<file path="src/rtl/alu_cmd_sequencer_pkg.sv">
// Shared definitions for the ALU command sequencer: opcodes, FSM states and
// opcode classification.
package alu_pkg;

    localparam int OP_W = 4;

    localparam logic [OP_W-1:0] OP_ADD   = 4'b0000;
    localparam logic [OP_W-1:0] OP_SUB   = 4'b0001;
    localparam logic [OP_W-1:0] OP_SHL   = 4'b0010;
    localparam logic [OP_W-1:0] OP_ASR   = 4'b0011;
    localparam logic [OP_W-1:0] OP_OR    = 4'b0100;
    localparam logic [OP_W-1:0] OP_AND   = 4'b0101;
    localparam logic [OP_W-1:0] OP_XOR   = 4'b0110;
    localparam logic [OP_W-1:0] OP_NOT   = 4'b0111;
    localparam logic [OP_W-1:0] OP_NEG   = 4'b1000;
    localparam logic [OP_W-1:0] OP_INC   = 4'b1001;
    localparam logic [OP_W-1:0] OP_DEC   = 4'b1010;
    localparam logic [OP_W-1:0] OP_PASSA = 4'b1011;
    localparam logic [OP_W-1:0] OP_PASSB = 4'b1100;
    localparam logic [OP_W-1:0] OP_MOVB  = 4'b1101;
    localparam logic [OP_W-1:0] OP_MOVA  = 4'b1110;
    localparam logic [OP_W-1:0] OP_LOADA = 4'b1111;

    typedef enum logic [1:0] {
        ST_IDLE   = 2'd0,
        ST_ISSUE  = 2'd1,
        ST_SETTLE = 2'd2,
        ST_HOLD   = 2'd3
    } state_t;

    // Register moves only update ALU internal registers; they produce no result.
    function automatic logic is_reg_op(input logic [OP_W-1:0] op);
        return (op == OP_MOVB) || (op == OP_MOVA) || (op == OP_LOADA);
    endfunction

endpackage

</file>
<file path="src/rtl/alu_cmd_sequencer_cmd_fifo.sv">
// Small synchronous command FIFO with combinational head read so the
// sequencer can pop and latch a command in the same clock.
module cmd_fifo #(
    parameter int DEPTH = 4,
    parameter int WIDTH = 12
) (
    input  logic                     clk,
    input  logic                     reset,
    input  logic                     push,
    input  logic [WIDTH-1:0]         push_data,
    input  logic                     pop,
    output logic [WIDTH-1:0]         pop_data,
    output logic                     full,
    output logic                     empty,
    output logic [$clog2(DEPTH):0]   count
);

    localparam int PTR_W = $clog2(DEPTH);
    localparam int CNT_W = PTR_W + 1;

    logic [WIDTH-1:0] mem [DEPTH];
    logic [PTR_W-1:0] wr_ptr_reg;
    logic [PTR_W-1:0] rd_ptr_reg;
    logic [CNT_W-1:0] count_reg;
    logic             do_push;
    logic             do_pop;

    assign full     = (count_reg == CNT_W'(DEPTH));
    assign empty    = (count_reg == '0);
    assign count    = count_reg;
    assign do_push  = push && !full;
    assign do_pop   = pop && !empty;
    assign pop_data = mem[rd_ptr_reg];

    // Depth is a power of two, so pointers wrap by natural overflow.
    always_ff @(posedge clk or posedge reset) begin
        if (reset) begin
            wr_ptr_reg <= '0;
            rd_ptr_reg <= '0;
            count_reg  <= '0;
        end else begin
            if (do_push) begin
                wr_ptr_reg <= wr_ptr_reg + 1'b1;
            end
            if (do_pop) begin
                rd_ptr_reg <= rd_ptr_reg + 1'b1;
            end
            case ({do_push, do_pop})
                2'b10:   count_reg <= count_reg + 1'b1;
                2'b01:   count_reg <= count_reg - 1'b1;
                default: count_reg <= count_reg;
            endcase
        end
    end

    always_ff @(posedge clk) begin
        if (do_push) begin
            mem[wr_ptr_reg] <= push_data;
        end
    end

endmodule

</file>
<file path="src/rtl/alu_cmd_sequencer.sv">
// Command initiator for the operator-mux ALU: buffers {op, operand} commands,
// strobes them into the ALU one at a time and returns captured results.
module alu_cmd_sequencer
    import alu_pkg::*;
#(
    parameter int FIFO_DEPTH    = 4,
    parameter int SETTLE_CYCLES = 2,
    parameter int DATA_W        = 8
) (
    input  logic                          clk,
    input  logic                          reset,
    input  logic                          cmd_valid,
    output logic                          cmd_ready,
    input  logic [3:0]                    cmd_op,
    input  logic [DATA_W-1:0]             cmd_data,
    output logic [3:0]                    alu_selector,
    output logic [DATA_W-1:0]             alu_data_in,
    output logic                          alu_enable,
    input  logic [DATA_W-1:0]             alu_y,
    output logic                          res_valid,
    input  logic                          res_ready,
    output logic [3:0]                    res_op,
    output logic [DATA_W-1:0]             res_data,
    output logic                          busy,
    output logic [$clog2(FIFO_DEPTH):0]   fifo_count
);

    localparam int CMD_W = OP_W + DATA_W;
    localparam int CNT_W = (SETTLE_CYCLES > 1) ? $clog2(SETTLE_CYCLES) : 1;

    state_t            state_reg;
    logic [CNT_W-1:0]  settle_cnt_reg;
    logic [CMD_W-1:0]  head;
    logic              fifo_full;
    logic              fifo_empty;
    logic              pop;

    // The head is consumed on the same edge that latches it onto the ALU bus.
    assign pop       = (state_reg == ST_IDLE) && !fifo_empty;
    assign cmd_ready = !fifo_full;
    assign busy      = (state_reg != ST_IDLE) || !fifo_empty;

    cmd_fifo #(
        .DEPTH (FIFO_DEPTH),
        .WIDTH (CMD_W)
    ) u_cmd_fifo (
        .clk       (clk),
        .reset     (reset),
        .push      (cmd_valid),
        .push_data ({cmd_op, cmd_data}),
        .pop       (pop),
        .pop_data  (head),
        .full      (fifo_full),
        .empty     (fifo_empty),
        .count     (fifo_count)
    );

    always_ff @(posedge clk or posedge reset) begin
        if (reset) begin
            state_reg      <= ST_IDLE;
            settle_cnt_reg <= '0;
            alu_selector   <= '0;
            alu_data_in    <= '0;
            alu_enable     <= 1'b0;
            res_valid      <= 1'b0;
            res_op         <= '0;
            res_data       <= '0;
        end else begin
            case (state_reg)
                ST_IDLE: begin
                    if (!fifo_empty) begin
                        alu_selector <= head[CMD_W-1:DATA_W];
                        alu_data_in  <= head[DATA_W-1:0];
                        alu_enable   <= 1'b1;
                        state_reg    <= ST_ISSUE;
                    end
                end
                ST_ISSUE: begin
                    alu_enable     <= 1'b0;
                    settle_cnt_reg <= CNT_W'(SETTLE_CYCLES - 1);
                    state_reg      <= ST_SETTLE;
                end
                ST_SETTLE: begin
                    // selector/data_in are left untouched so Y stays valid while settling.
                    if (settle_cnt_reg == '0) begin
                        if (is_reg_op(alu_selector)) begin
                            state_reg <= ST_IDLE;
                        end else begin
                            res_data  <= alu_y;
                            res_op    <= alu_selector;
                            res_valid <= 1'b1;
                            state_reg <= ST_HOLD;
                        end
                    end else begin
                        settle_cnt_reg <= settle_cnt_reg - 1'b1;
                    end
                end
                ST_HOLD: begin
                    if (res_ready) begin
                        res_valid <= 1'b0;
                        state_reg <= ST_IDLE;
                    end
                end
                default: begin
                    state_reg <= ST_IDLE;
                end
            endcase
        end
    end

endmodule

</file>
<file path="config.mk">
export PLATFORM = sky130hd
export DESIGN_NAME = alu_cmd_sequencer
export DESIGN_NICKNAME = d
export VERILOG_FILES = /design/src/rtl/alu_cmd_sequencer_pkg.sv /design/src/rtl/alu_cmd_sequencer_cmd_fifo.sv /design/src/rtl/alu_cmd_sequencer.sv
export SDC_FILE = /design/constraint.sdc
export NUM_CORES = 1
export LEC_CHECK = 0
export CAP_MARGIN = 40
export CORE_MARGIN = 5
export CORE_UTILIZATION = 50
export CTS_CLUSTER_SIZE = 20
export DETAILED_ROUTE_END_ITERATION = 8
export DONT_BUFFER_PORTS = 1
export GPL_ROUTABILITY_DRIVEN = 0
export MAX_ROUTING_LAYER = met4
export PLACE_DENSITY_LB_ADDON = 0.3
export SYNTH_ARGS = -nofsm -noshare
export SYNTH_HDL_FRONTEND = slang
export SYNTH_HIERARCHICAL = 1
export SYNTH_SLANG_ARGS = --single-unit
</file>
<file path="constraint.sdc">
create_clock -name clk -period 6.5 [get_ports clk]
set_input_delay 1.3 -clock clk [delete_from_list [all_inputs] [get_ports clk]]
set_output_delay 1.3 -clock clk [all_outputs]
set_load 0.05 [all_outputs]
</file>
; ---- After elaboration in Yosys (flattened, before gate mapping)
; Memory sizes are Yosys's and may differ from the RTL's. A register that Yosys moved wholly into a read port is not among the register bits.
; Cells that the tools add are included.
[word_totals]
reg_bits = 24
ramBits = 48
inputBits = 24
output_inout_bits = 31
n_memories = 1
[op_classes]
add_sub_neg = 5
n_eq_ne = 13
n_mux = 16
n_bitwise = 3
n_reduce_logical = 20
[mem_list]
columns = memory, words, width, rd, rd_clocked_by_memory_dff, wr, line_no
row1 = u_cmd_fifo.mem, 4, 12, 1, 1, 1, alu_cmd_sequencer_cmd_fifo.sv:21  ; logic [WIDTH-1:0] mem [DEPTH];
[ops]
columns = operator, count
row1 = $eq A4 B4 Y1 const B, 3
row2 = $reduce_bool A2 Y1, 5
row3 = $mux W2, 4
row4 = $ne A2 B2 Y1 const B, 4
row5 = $pmux W2 S4, 1
row6 = $mux W1, 7
row7 = $eq A2 B2 Y1 const B, 3
row8 = $pmux W1 S2, 3
row9 = $pmux W3 S2, 1
row10 = $reduce_and A3 Y1, 2
row11 = $add A2 B1 Y2 const B, 2
row12 = $eq A2 B1 Y1 const B, 2
row13 = $reduce_and A2 Y1, 2
row14 = $reduce_and A4 Y1, 1
row15 = $add A3 B1 Y3 const B, 1
row16 = $eq A3 B3 Y1 const B, 1
row17 = $logic_and A1 B1 Y1, 3
row18 = $logic_not A3 Y1, 1
row19 = $logic_or A1 B1 Y1, 3
row20 = $not A1 Y1, 3
row21 = $sub A3 B1 Y3 const B, 1
row22 = $logic_not A1 Y1, 2
row23 = $logic_not A2 Y1, 1
row24 = $sub A1 B1 Y1 const B, 1

; ---- Logic depth before layout (Yosys ltp)
; Gate-level depths: netlist of run 1.
[depth]
ltp_word = 6
depth_mapped = 11
mapped_depth_nobuf = 10

; ---- Modules after synthesis
; Netlist of run 1, hierarchy kept.
[modules_own_cells]
columns = mod, instances, cells_each, area_each_um2
row1 = cmd_fifo, 1, 101, 2192.1
row2 = alu_cmd_sequencer, 1, 87, 1281.2

; ---- Worst setup path before layout of run 1
; No wires, ideal clock.
[synth_path]
path_kind = register to output
from = reg u_cmd_fifo.count_reg[0], in the netlist u_cmd_fifo/count[0]
to = out busy
arrival_ns = 1.362
path_slack_ns = 3.838
path_stages_with_launch = 3
n_path_buf = 0
path_cell_list = dfrtp_1 nor3_1 nand2_1
[synth_between]
elab_chain_len = 3
[synth_lines]
columns = item, line_no
row1 = "start, declared", alu_cmd_sequencer_cmd_fifo.sv:24  ; logic [CNT_W-1:0] count_reg;
row2 = "start signal, assigned", alu_cmd_sequencer_cmd_fifo.sv:49  ; 2'b10: count_reg <= count_reg + 1'b1;
row3 = "start signal, assigned", alu_cmd_sequencer_cmd_fifo.sv:50  ; 2'b01: count_reg <= count_reg - 1'b1;
row4 = "start signal, assigned", alu_cmd_sequencer_cmd_fifo.sv:51  ; default: count_reg <= count_reg;
row5 = $logic_not A3 Y1, alu_cmd_sequencer_cmd_fifo.sv:29  ; assign empty = (count_reg == '0);
row6 = via fifo_empty, alu_cmd_sequencer.sv:35  ; logic fifo_empty;
row7 = $logic_not A1 Y1, alu_cmd_sequencer.sv:41  ; assign busy = (state_reg != ST_IDLE) || !fifo_empty;
row8 = $logic_or A1 B1 Y1, alu_cmd_sequencer.sv:41
row9 = "end, declared", alu_cmd_sequencer.sv:24  ; output logic busy,
; The timed path passes the listed nets, and every way through them passes these cells.

; ---- Worst setup path in the final report of run 1
; Same ends and word-level chain as after synthesis.

==> results of run 1 <==
[cells in the final DEF (no fill, tap or decap), types with 2 or more instances in the layout]
cell and instances:
sky130_fd_sc_hd__and2_1 4, sky130_fd_sc_hd__xor2_1 3, sky130_fd_sc_hd__mux2_4 11, sky130_fd_sc_hd__clkbuf_8 12, sky130_fd_sc_hd__clkbuf_1 3, sky130_fd_sc_hd__mux4_1 4
sky130_fd_sc_hd__mux2i_1 3, sky130_fd_sc_hd__mux4_2 8, sky130_fd_sc_hd__mux2_2 14, sky130_fd_sc_hd__ha_1 10, sky130_fd_sc_hd__dfrtp_1 36, sky130_fd_sc_hd__edfxtp_1 48
sky130_fd_sc_hd__nand2_1 6, sky130_fd_sc_hd__xnor2_1 3, sky130_fd_sc_hd__inv_1 13, sky130_fd_sc_hd__a21oi_1 2
[final cells by class]
class | count | area (sq um) | area share
Sequential cell | 84 | 2340 | 0.623
Multi-Input combinational cell | 86 | 1030 | 0.273
Clock buffer | 15 | 176 | 0.0469
Tap cell | 96 | 120 | 0.0320
Inverter | 13 | 48.8 | 0.0130
Timing Repair Buffer | 2 | 38.8 | 0.0103
Clock inverter | 1 | 5.00 | 0.00133
[cells in the mapped netlist (2+ instances only)]
master                     instances  area (sq um)
sky130_fd_sc_hd__inv_1            13          48.8
sky130_fd_sc_hd__xnor2_1           3          26.3
sky130_fd_sc_hd__a21oi_1           2          10.0
sky130_fd_sc_hd__mux4_1            4           105
sky130_fd_sc_hd__buf_6             2          22.5
sky130_fd_sc_hd__nand2_1           6          22.5
sky130_fd_sc_hd__mux2i_1           3          30.0
sky130_fd_sc_hd__and2_1            4          25.0
sky130_fd_sc_hd__mux4_2            8           180
sky130_fd_sc_hd__ha_1             10           125
sky130_fd_sc_hd__mux2_2           14           158
sky130_fd_sc_hd__edfxtp_1         48          1440
sky130_fd_sc_hd__xor2_1            3          26.3
sky130_fd_sc_hd__dfrtp_1          36           901
sky130_fd_sc_hd__mux2_4           11           165
[worst max path at each step]
stage	cells past startpoint	startpoint	slack, ps	to
floorplan	2	u_cmd_fifo/count[0]	3840	busy
global placement	9	u_cmd_fifo/count[0]	3210	u_cmd_fifo/count[2]
detailed placement	10	u_cmd_fifo/count[0]	3320	u_cmd_fifo/count[2]
CTS	2	u_cmd_fifo/count[0]	3270	busy
global route	2	u_cmd_fifo/count[0]	3160	busy
finish	2	u_cmd_fifo/count[0]	3300	busy
[through the flow]
stage | hold slack [ps] | cells | cell area, sq um
final | 567 | 297 | 3760
after detailed placement | 558 | 281 | 3580
after global placement | 518 | 279 | 3540
after global routing | 592 | 297 | 3760
after CTS | 571 | 297 | 3760
after floorplan | 502 | 188 | 3470
[layer usage]
metal	GRT usage	vias to the layer above
li1	-	712
met1	0.163	813
met2	0.251	48
met3	0.0619	9
met4	0.0513	0
met5	-	-
[cell families after synthesis]
family,count (synthesis),share of synthesized area
adder cells (fa/ha/maj),11,0.0418
AO/OA/AOI/OAI,9,0.0195
multiplexers,40,0.184
XOR/XNOR,6,0.0151
buffers and inverters,18,0.0299
flip-flops,84,0.674
AND/OR/NAND/NOR,20,0.0357
==> impl_metrics.tcl, run 1 <==
set metrics [dict create \
    grt_pass1_wl_microns 9380 \
    slack_of_the_worst_reg_to_reg_path_ps 3340 \
    tritoncts_num_sinks 84 \
    crit_path_max_delay_cell_type "sky130_fd_sc_hd__dfrtp_1" \
    synth_enable_flop_cells 48 \
    route.antenna.remaining_nets 0 \
    initial_core_util 0.511 \
    status "complete, no violations" \
    number_of_flip_flops_under_the_largest_register_name 48 \
    syn-num-nets 223 \
    layout-drive-gt1-share 0.264 \
    finalClockSkew_ps 6.54 \
    holdBufCountCts 0 \
    clockBufferDepth 2 \
    rsz0062_at_grt "no" \
    htreeDepth 3 \
    top_layer "met4" \
    worstReg2RegEnd "u_cmd_fifo/count[2]" \
    floorplan.die.width_microns 93.3 \
    post-cts-setup-buffer-count 0 \
    fill_cells 530 \
    dr_wl_met2_microns 3120 \
    hp-start "state_reg[1]" \
    timing.critical_path.from_type "register" \
    synth_flop_type "sky130_fd_sc_hd__edfxtp_1" \
    setup-tns-final_ps 0 \
    fp.coreArea_sq_um 6790 \
    die_area_sq_um 8710 \
    post_synth.cell_area_avg_sq_um 18.5 \
    layout_top_registers "u_cmd_fifo/mem x48, alu_data_in x8, res_data x8" \
    die_height_microns 93.3 \
    timing.critical_path.buf_inv 0 \
    end_kind "output port" \
    wl_met3_microns 467 \
    timing.critical_path.fanout_max 6 \
    post_synth_instance_area_sq_um 3470 \
    timing_worst_setup_path_type "reg -> out" \
    worstHoldEndpoint "state_reg[1]" \
    min_path_cells 1 \
    tritoncts "yes" \
    met1_length_microns 2170 \
    pin_count 55 \
    grt_pass1_vias 1742 \
    yosys_register_bits 84 \
    drc 0 \
    synth_cell_type_count 36 \
    vias_per_cell 5.33 \
    drt_iter0_markers 90 \
    yosys_warnings 6 \
    critical_path.reg2reg.startpoint "u_cmd_fifo/count[0]" \
    detailed_placer_s_ending_hpwl_microns 4090 \
    ctsResizeCount 0 \
    worst_pin_slew_ps 782 \
    ff2ff_path_depth 10 \
    post-route-period-util 0.492 \
    layout.nets 231 \
    detailroute.via_count 1582 \
    number_of_buffers_created_by_cts 9 \
    layout.core_utilization 0.553 \
    max_flop_register "u_cmd_fifo/mem" \
    synthArstFlopShare 0.429 \
    placement_rows 30 \
    wl_per_cell_microns 19.6 \
    data_required_time_at_the_worst_endpoint_ps 5200 \
    worst_ep_arrival_time_ps 1900 \
    grt_usage 0.151 \
    hold_viol 0 \
    clock_latency_ps 340 \
    place.port_buffers 0 \
    dr.pass1.iters 4 \
    setup_viol_count_final 0 \
    final_slew_viol_count 0 \
    pin_count_of_the_biggest_net_entering_global_routing 24 \
    synth-seq-area-share 0.674 \
    syn2layout_area_growth_pct 8.21 \
    clock-root-buffer "sky130_fd_sc_hd__clkbuf_8" \
    routed_wirelength_microns 5830 \
    worstPathCellList "nor3_1 > nand2_1" \
    hold_class "reg -> reg" \
    clk_pin_slew_ps 80 \
    dp_worst_setup_slack_ps 3320 \
    slew_headroom 0.479 \
    cp_top_family "simple AND/OR/NAND/NOR gates" \
    grt.overflow.total 0 \
    maxCapViolations 0 \
    max_freq_mhz 313 \
    number_of_antenna_violations_at_the_first_check_in_global_routing 0 \
    finalCriticalPeriod_ps 3200 \
    num_antenna_cells 0 \
    syn-instance-count 188 \
    critical-path-max-stage-delay_ps 630 \
    setup_ws_ps 3300 \
]
Power of run 1 is not shown: default switching activity piles up to over one toggle a cycle in this logic, so the estimate is an artifact.
==> run 2: changes to the inputs <==
==> constraint.sdc (replaced) <==
create_clock -name clk -period 3 [get_ports clk]
set_input_delay 0.6 -clock clk [delete_from_list [all_inputs] [get_ports clk]]
set_output_delay 0.6 -clock clk [all_outputs]
set_load 0.05 [all_outputs]
==> run 2 against run 1 <==
Against the previous run: final area rose by 0.23%; routed wire length fell by 3.7%; die area did not move; first-iteration DRC count fell by 34%; non-clock buffer count rose by 3.
==> impl_metrics.tcl, run 2 (synthesis results as in run 1) <==
set metrics [dict create \
    die_area_sq_um 8710 \
    critical_path.reg2reg.startpoint "state_reg[0]" \
    drt_iter0_markers 59 \
    worstReg2RegEnd "u_cmd_fifo/count[2]" \
    syn2layout_area_growth_pct 8.47 \
    maxCapViolations 0 \
    timing_worst_setup_path_type "reg -> reg" \
    slew_headroom 0.467 \
    clockBufferDepth 2 \
    grt_pass1_wl_microns 9290 \
    detailroute.via_count 1602 \
    floorplan.die.width_microns 93.3 \
    post-cts-setup-buffer-count 0 \
    hold_slack_ps 81.9 \
    hold_viol 0 \
    setup_viol_count_final 0 \
    vias_per_cell 5.34 \
    clock-root-buffer "sky130_fd_sc_hd__clkbuf_8" \
    htreeDepth 3 \
    worst_pin_slew_ps 799 \
    max_freq_mhz 424 \
    worst_ep_arrival_time_ps 2620 \
    final_slew_viol_count 0 \
    timing.critical_path.from_type "register" \
    tritoncts "yes" \
    timing.critical_path.fanout_max 4 \
    data_required_time_at_the_worst_endpoint_ps 3260 \
    grt.overflow.total 0 \
    initial_core_util 0.511 \
    pin_count_of_the_biggest_net_entering_global_routing 30 \
    hold_class "in -> async" \
    layout.nets 234 \
    setup-tns-final_ps 0 \
    placement_rows 30 \
    max_flop_register "u_cmd_fifo/mem" \
    clock_latency_ps 330 \
    rsz0062_at_grt "no" \
    ctsResizeCount 0 \
    post-route-period-util 0.787 \
    critical-path-max-stage-delay_ps 420 \
    status "complete, no violations" \
    route.antenna.remaining_nets 0 \
    num_antenna_cells 0 \
    routed_wirelength_microns 5610 \
    number_of_buffers_created_by_cts 9 \
    grt_pass1_vias 1776 \
    holdBufCountCts 0 \
    dr.pass1.iters 4 \
    slack_of_the_worst_reg_to_reg_path_ps 640 \
    crit_path_max_delay_cell_type "sky130_fd_sc_hd__dfrtp_1" \
    pin_count 55 \
    layout-drive-gt1-share 0.279 \
    number_of_antenna_violations_at_the_first_check_in_global_routing 0 \
    fp.coreArea_sq_um 6790 \
    finalClockSkew_ps 7.85 \
    drc 0 \
    layout_top_registers "u_cmd_fifo/mem x48, alu_data_in x8, res_data x8" \
    place.port_buffers 0 \
    die_height_microns 93.3 \
    worstPathCellList "inv_1 > ha_1 > nor2b_1 > o31a_1 > ha_1 > inv_1 > fa_1 > xor2_1 > nor2_1 > xor2_1" \
    mostFrequentLayoutCell "sky130_fd_sc_hd__edfxtp_1" \
    finalCriticalPeriod_ps 2360 \
    number_of_flip_flops_under_the_largest_register_name 48 \
    end_kind "register" \
    clk_pin_slew_ps 80 \
    ff2ff_path_depth 10 \
    tritoncts_num_sinks 84 \
    final_cell_mix "sky130_fd_sc_hd__edfxtp_1 (48), sky130_fd_sc_hd__dfrtp_1 (36), sky130_fd_sc_hd__mux2_2 (14)" \
    detailed_placer_s_ending_hpwl_microns 3930 \
    grt_usage 0.146 \
    wl_per_cell_microns 18.7 \
]
-- run 2: worst max path at each step --
stage,end,slack [ps],start,cells past startpoint
floorplan,u_cmd_fifo/count[2],390,u_cmd_fifo/count[0],10
global placement,u_cmd_fifo/count[2],830,state_reg[0],10
detailed placement,u_cmd_fifo/count[2],680,state_reg[0],10
CTS,u_cmd_fifo/count[2],650,state_reg[0],10
global route,u_cmd_fifo/count[2],470,state_reg[0],10
finish,u_cmd_fifo/count[2],640,state_reg[0],10
-- run 2: worst max-delay path, delay by kind of cell, from the launching register on --
kind            cells  cell delay [ps]
fa+ha+maj           3              790
xor+xnor            2              320
flops               1              420
simple gates        2              310
buf+inv             2              220
compound gates      1              230
-- run 2: cell type report --
class / count / area (sq um)
clock buffers: 10 / 128
clock inverters: 6 / 63.8
fillers: 524 / 3030
inverters: 13 / 48.8
multi-input cells: 86 / 1030
flip-flops and latches: 84 / 2340
well taps: 96 / 120
repair buffers: 5 / 37.5
-- run 2: stage by stage --
step / util / worst slack, ps / cells / area [sq um]
global placement: 0.526 / 828 / 284 / 3580
detailed placement: 0.526 / 685 / 284 / 3580
floorplan: - / 395 / 188 / 3470
finish: 0.555 / 640 / 300 / 3770
global route: 0.555 / 470 / 300 / 3770
CTS: 0.555 / 652 / 300 / 3770
-- run 2: layer usage --
layer | part of all wire | global-route usage | up-vias
met5 | 0 | - | -
met4 | 0.015 | 0.0476 | 0
met3 | 0.071 | 0.0523 | 9
met2 | 0.54 | 0.259 | 42
met1 | 0.37 | 0.151 | 830
li1 | - | - | 721
Power of run 2 is left out for the same reason.
==> run 3: changes to the inputs <==
==> constraint.sdc (replaced) <==
create_clock -name clk -period 2.35 [get_ports clk]
set_input_delay 0.47 -clock clk [delete_from_list [all_inputs] [get_ports clk]]
set_output_delay 0.47 -clock clk [all_outputs]
set_load 0.05 [all_outputs]
==> run 3 against run 2 <==
Against the previous run: final area increased by 2.6%; worst setup slack got worse by 490 ps; non-clock buffer count up 7; first-iteration DRC count is 42% higher; register-to-register slack worse by 490 ps; via count increased by 2.2%; flip-flop and latch count is the same; die area unchanged; core utilization increased by 1.5 points; clock-buffer cell count fell by 1; fmax increased by 7.2%; critical endpoint unchanged.
==> impl_metrics.tcl, run 3 (synthesis results as in run 1) <==
set metrics [dict create \
    final_slew_viol_count 0 \
    num_antenna_cells 0 \
    number_of_buffers_created_by_cts 9 \
    worstReg2RegEnd "u_cmd_fifo/count[2]" \
    wl_met3_microns 563 \
    data_required_time_at_the_worst_endpoint_ps 2620 \
    clockBufferDepth 2 \
    hold_viol 0 \
    htreeDepth 3 \
    dr_wl_met2_microns 3210 \
    initial_core_util 0.511 \
    timing.critical_path.from "state_reg[1]" \
    critical-path-max-stage-delay_ps 410 \
    tritoncts_num_sinks 84 \
    route.antenna.remaining_nets 0 \
    tritoncts "yes" \
    met1_length_microns 2250 \
    vias_per_cell 5.33 \
    detailroute.via_count 1637 \
    timing.critical_path.buf_inv 2 \
    mostFrequentLayoutCell "sky130_fd_sc_hd__edfxtp_1" \
    die_height_microns 93.3 \
    finalClockSkew_ps 14.8 \
    slew_headroom 0.551 \
    grt.overflow.total 0 \
    routed_wirelength_microns 6090 \
    end_kind "register" \
    max_flop_register "u_cmd_fifo/mem" \
    layout-drive-gt1-share 0.355 \
    drc 0 \
    number_of_antenna_violations_at_the_first_check_in_global_routing 0 \
    rsz0062_at_grt "no" \
    final_cell_mix "sky130_fd_sc_hd__edfxtp_1 (48), sky130_fd_sc_hd__dfrtp_1 (32), sky130_fd_sc_hd__mux2_2 (14)" \
    die_area_sq_um 8710 \
    wl_per_cell_microns 19.8 \
    max_freq_mhz 454 \
    grt_pass1_wl_microns 9560 \
    crit_path_max_delay_cell_type "sky130_fd_sc_hd__dfrtp_2" \
    clock_latency_ps 350 \
    timing.critical_path.fanout_max 3 \
    crit_cells 10 \
    cp_top_family "adder cells" \
    place.port_buffers 0 \
    status "complete, no violations" \
    post-route-period-util 0.937 \
    floorplan.die.width_microns 93.3 \
    timing_worst_setup_path_type "reg -> reg" \
    pin_count_of_the_biggest_net_entering_global_routing 30 \
    worst_pin_slew_ps 673 \
    clock-root-buffer "sky130_fd_sc_hd__clkbuf_8" \
    grt_usage 0.152 \
    finalCriticalPeriod_ps 2200 \
    dr.pass1.iters 6 \
    detailed_placer_s_ending_hpwl_microns 4110 \
    number_of_flip_flops_under_the_largest_register_name 48 \
    worstPathCellList "inv_1 > ha_2 > nor2b_2 > o31a_1 > ha_2 > inv_1 > fa_2 > xor2_1 > nor2_1 > xor2_1" \
    drt_iter0_markers 84 \
    crit_end "u_cmd_fifo/count[2]" \
    setup_viol_count_final 0 \
    ff2ff_path_depth 10 \
    critical_path.reg2reg.startpoint "state_reg[1]" \
    timing.critical_path.from_type "register" \
    slack_of_the_worst_reg_to_reg_path_ps 150 \
    syn2layout_area_growth_pct 11.3 \
    worst_ep_arrival_time_ps 2470 \
    placement_rows 30 \
    layout.nets 241 \
    setup-tns-final_ps 0 \
    grt_pass1_vias 1805 \
    top_layer "met4" \
    pin_count 55 \
    fp.coreArea_sq_um 6790 \
    layout_top_registers "u_cmd_fifo/mem x48, alu_data_in x8, res_data x8" \
    hold_class "in -> async" \
    clk_pin_slew_ps 90 \
    maxCapViolations 0 \
]
-- run 3: cell types whose count changed in the layout (fill, tap and decap cells not counted), moves of 2 or more --
cell / previous run / this run
sky130_fd_sc_hd__dfrtp_2: 0 / 4
sky130_fd_sc_hd__ha_2: 0 / 2
sky130_fd_sc_hd__dfrtp_1: 36 / 32
sky130_fd_sc_hd__ha_1: 10 / 8
sky130_fd_sc_hd__clkinv_2: 1 / 3
sky130_fd_sc_hd__buf_4: 5 / 11
-- run 3: stage by stage --
stage	util	instances	area [sq um]	setup WS, ps	hold WS, ps
3_5_place_dp	0.530	286	3600	25.4	314
5_1_grt	0.569	307	3870	20.1	102
4_1_cts	0.563	303	3830	1.82	84.2
2_1_floorplan	-	188	3480	28.4	273
6_report	0.569	307	3870	147	84.7
3_3_place_gp	0.530	286	3600	204	297
-- run 3: metal layers --
layer | vias to the layer above | track usage
li1 | 739 | -
met1 | 829 | 0.155
met2 | 61 | 0.263
met3 | 8 | 0.0636
met4 | 0 | 0.0549
met5 | - | -
-- run 3: layout make-up --
type                       count  area [sq um]
clock buffer                   9           124
clock inverter                 7          91.3
fill                         526          2930
inverter                      13          48.8
multi-input combinational     86          1040
sequential                    84          2350
tap                           96           120
timing repair buffer          12          92.6
-- run 3: worst min-delay path by stage --
stage	endpoint	slack [ps]	cells after the start
after detailed placement	u_cmd_fifo/wr_ptr_reg[0]	310	1
after global routing	state_reg[0]	100	2
final	state_reg[0]	80	2
after floorplan	u_cmd_fifo/rd_ptr_reg[0]	270	1
after global placement	u_cmd_fifo/wr_ptr_reg[1]	300	1
after CTS	state_reg[0]	80	2
-- run 3: timing repair --
item                                    4_1_cts  5_1_grt
endpoints found under the setup margin        0        1
hold endpoints to repair                      7        0
hold buffers                                  1        0
gates resized for setup                       0        5
buffers inserted                              0        4
-- run 3: worst reg2reg max path, cell delays in order (launching register included) --
cell and delay, ps:
sky130_fd_sc_hd__dfrtp_2 410, sky130_fd_sc_hd__inv_1 100, sky130_fd_sc_hd__ha_2 200, sky130_fd_sc_hd__nor2b_2 160, sky130_fd_sc_hd__o31a_1 210, sky130_fd_sc_hd__ha_2 220
sky130_fd_sc_hd__inv_1 60, sky130_fd_sc_hd__fa_2 340, sky130_fd_sc_hd__xor2_1 160, sky130_fd_sc_hd__nor2_1 110, sky130_fd_sc_hd__xor2_1 160
Power of run 3 is left out for the same reason.
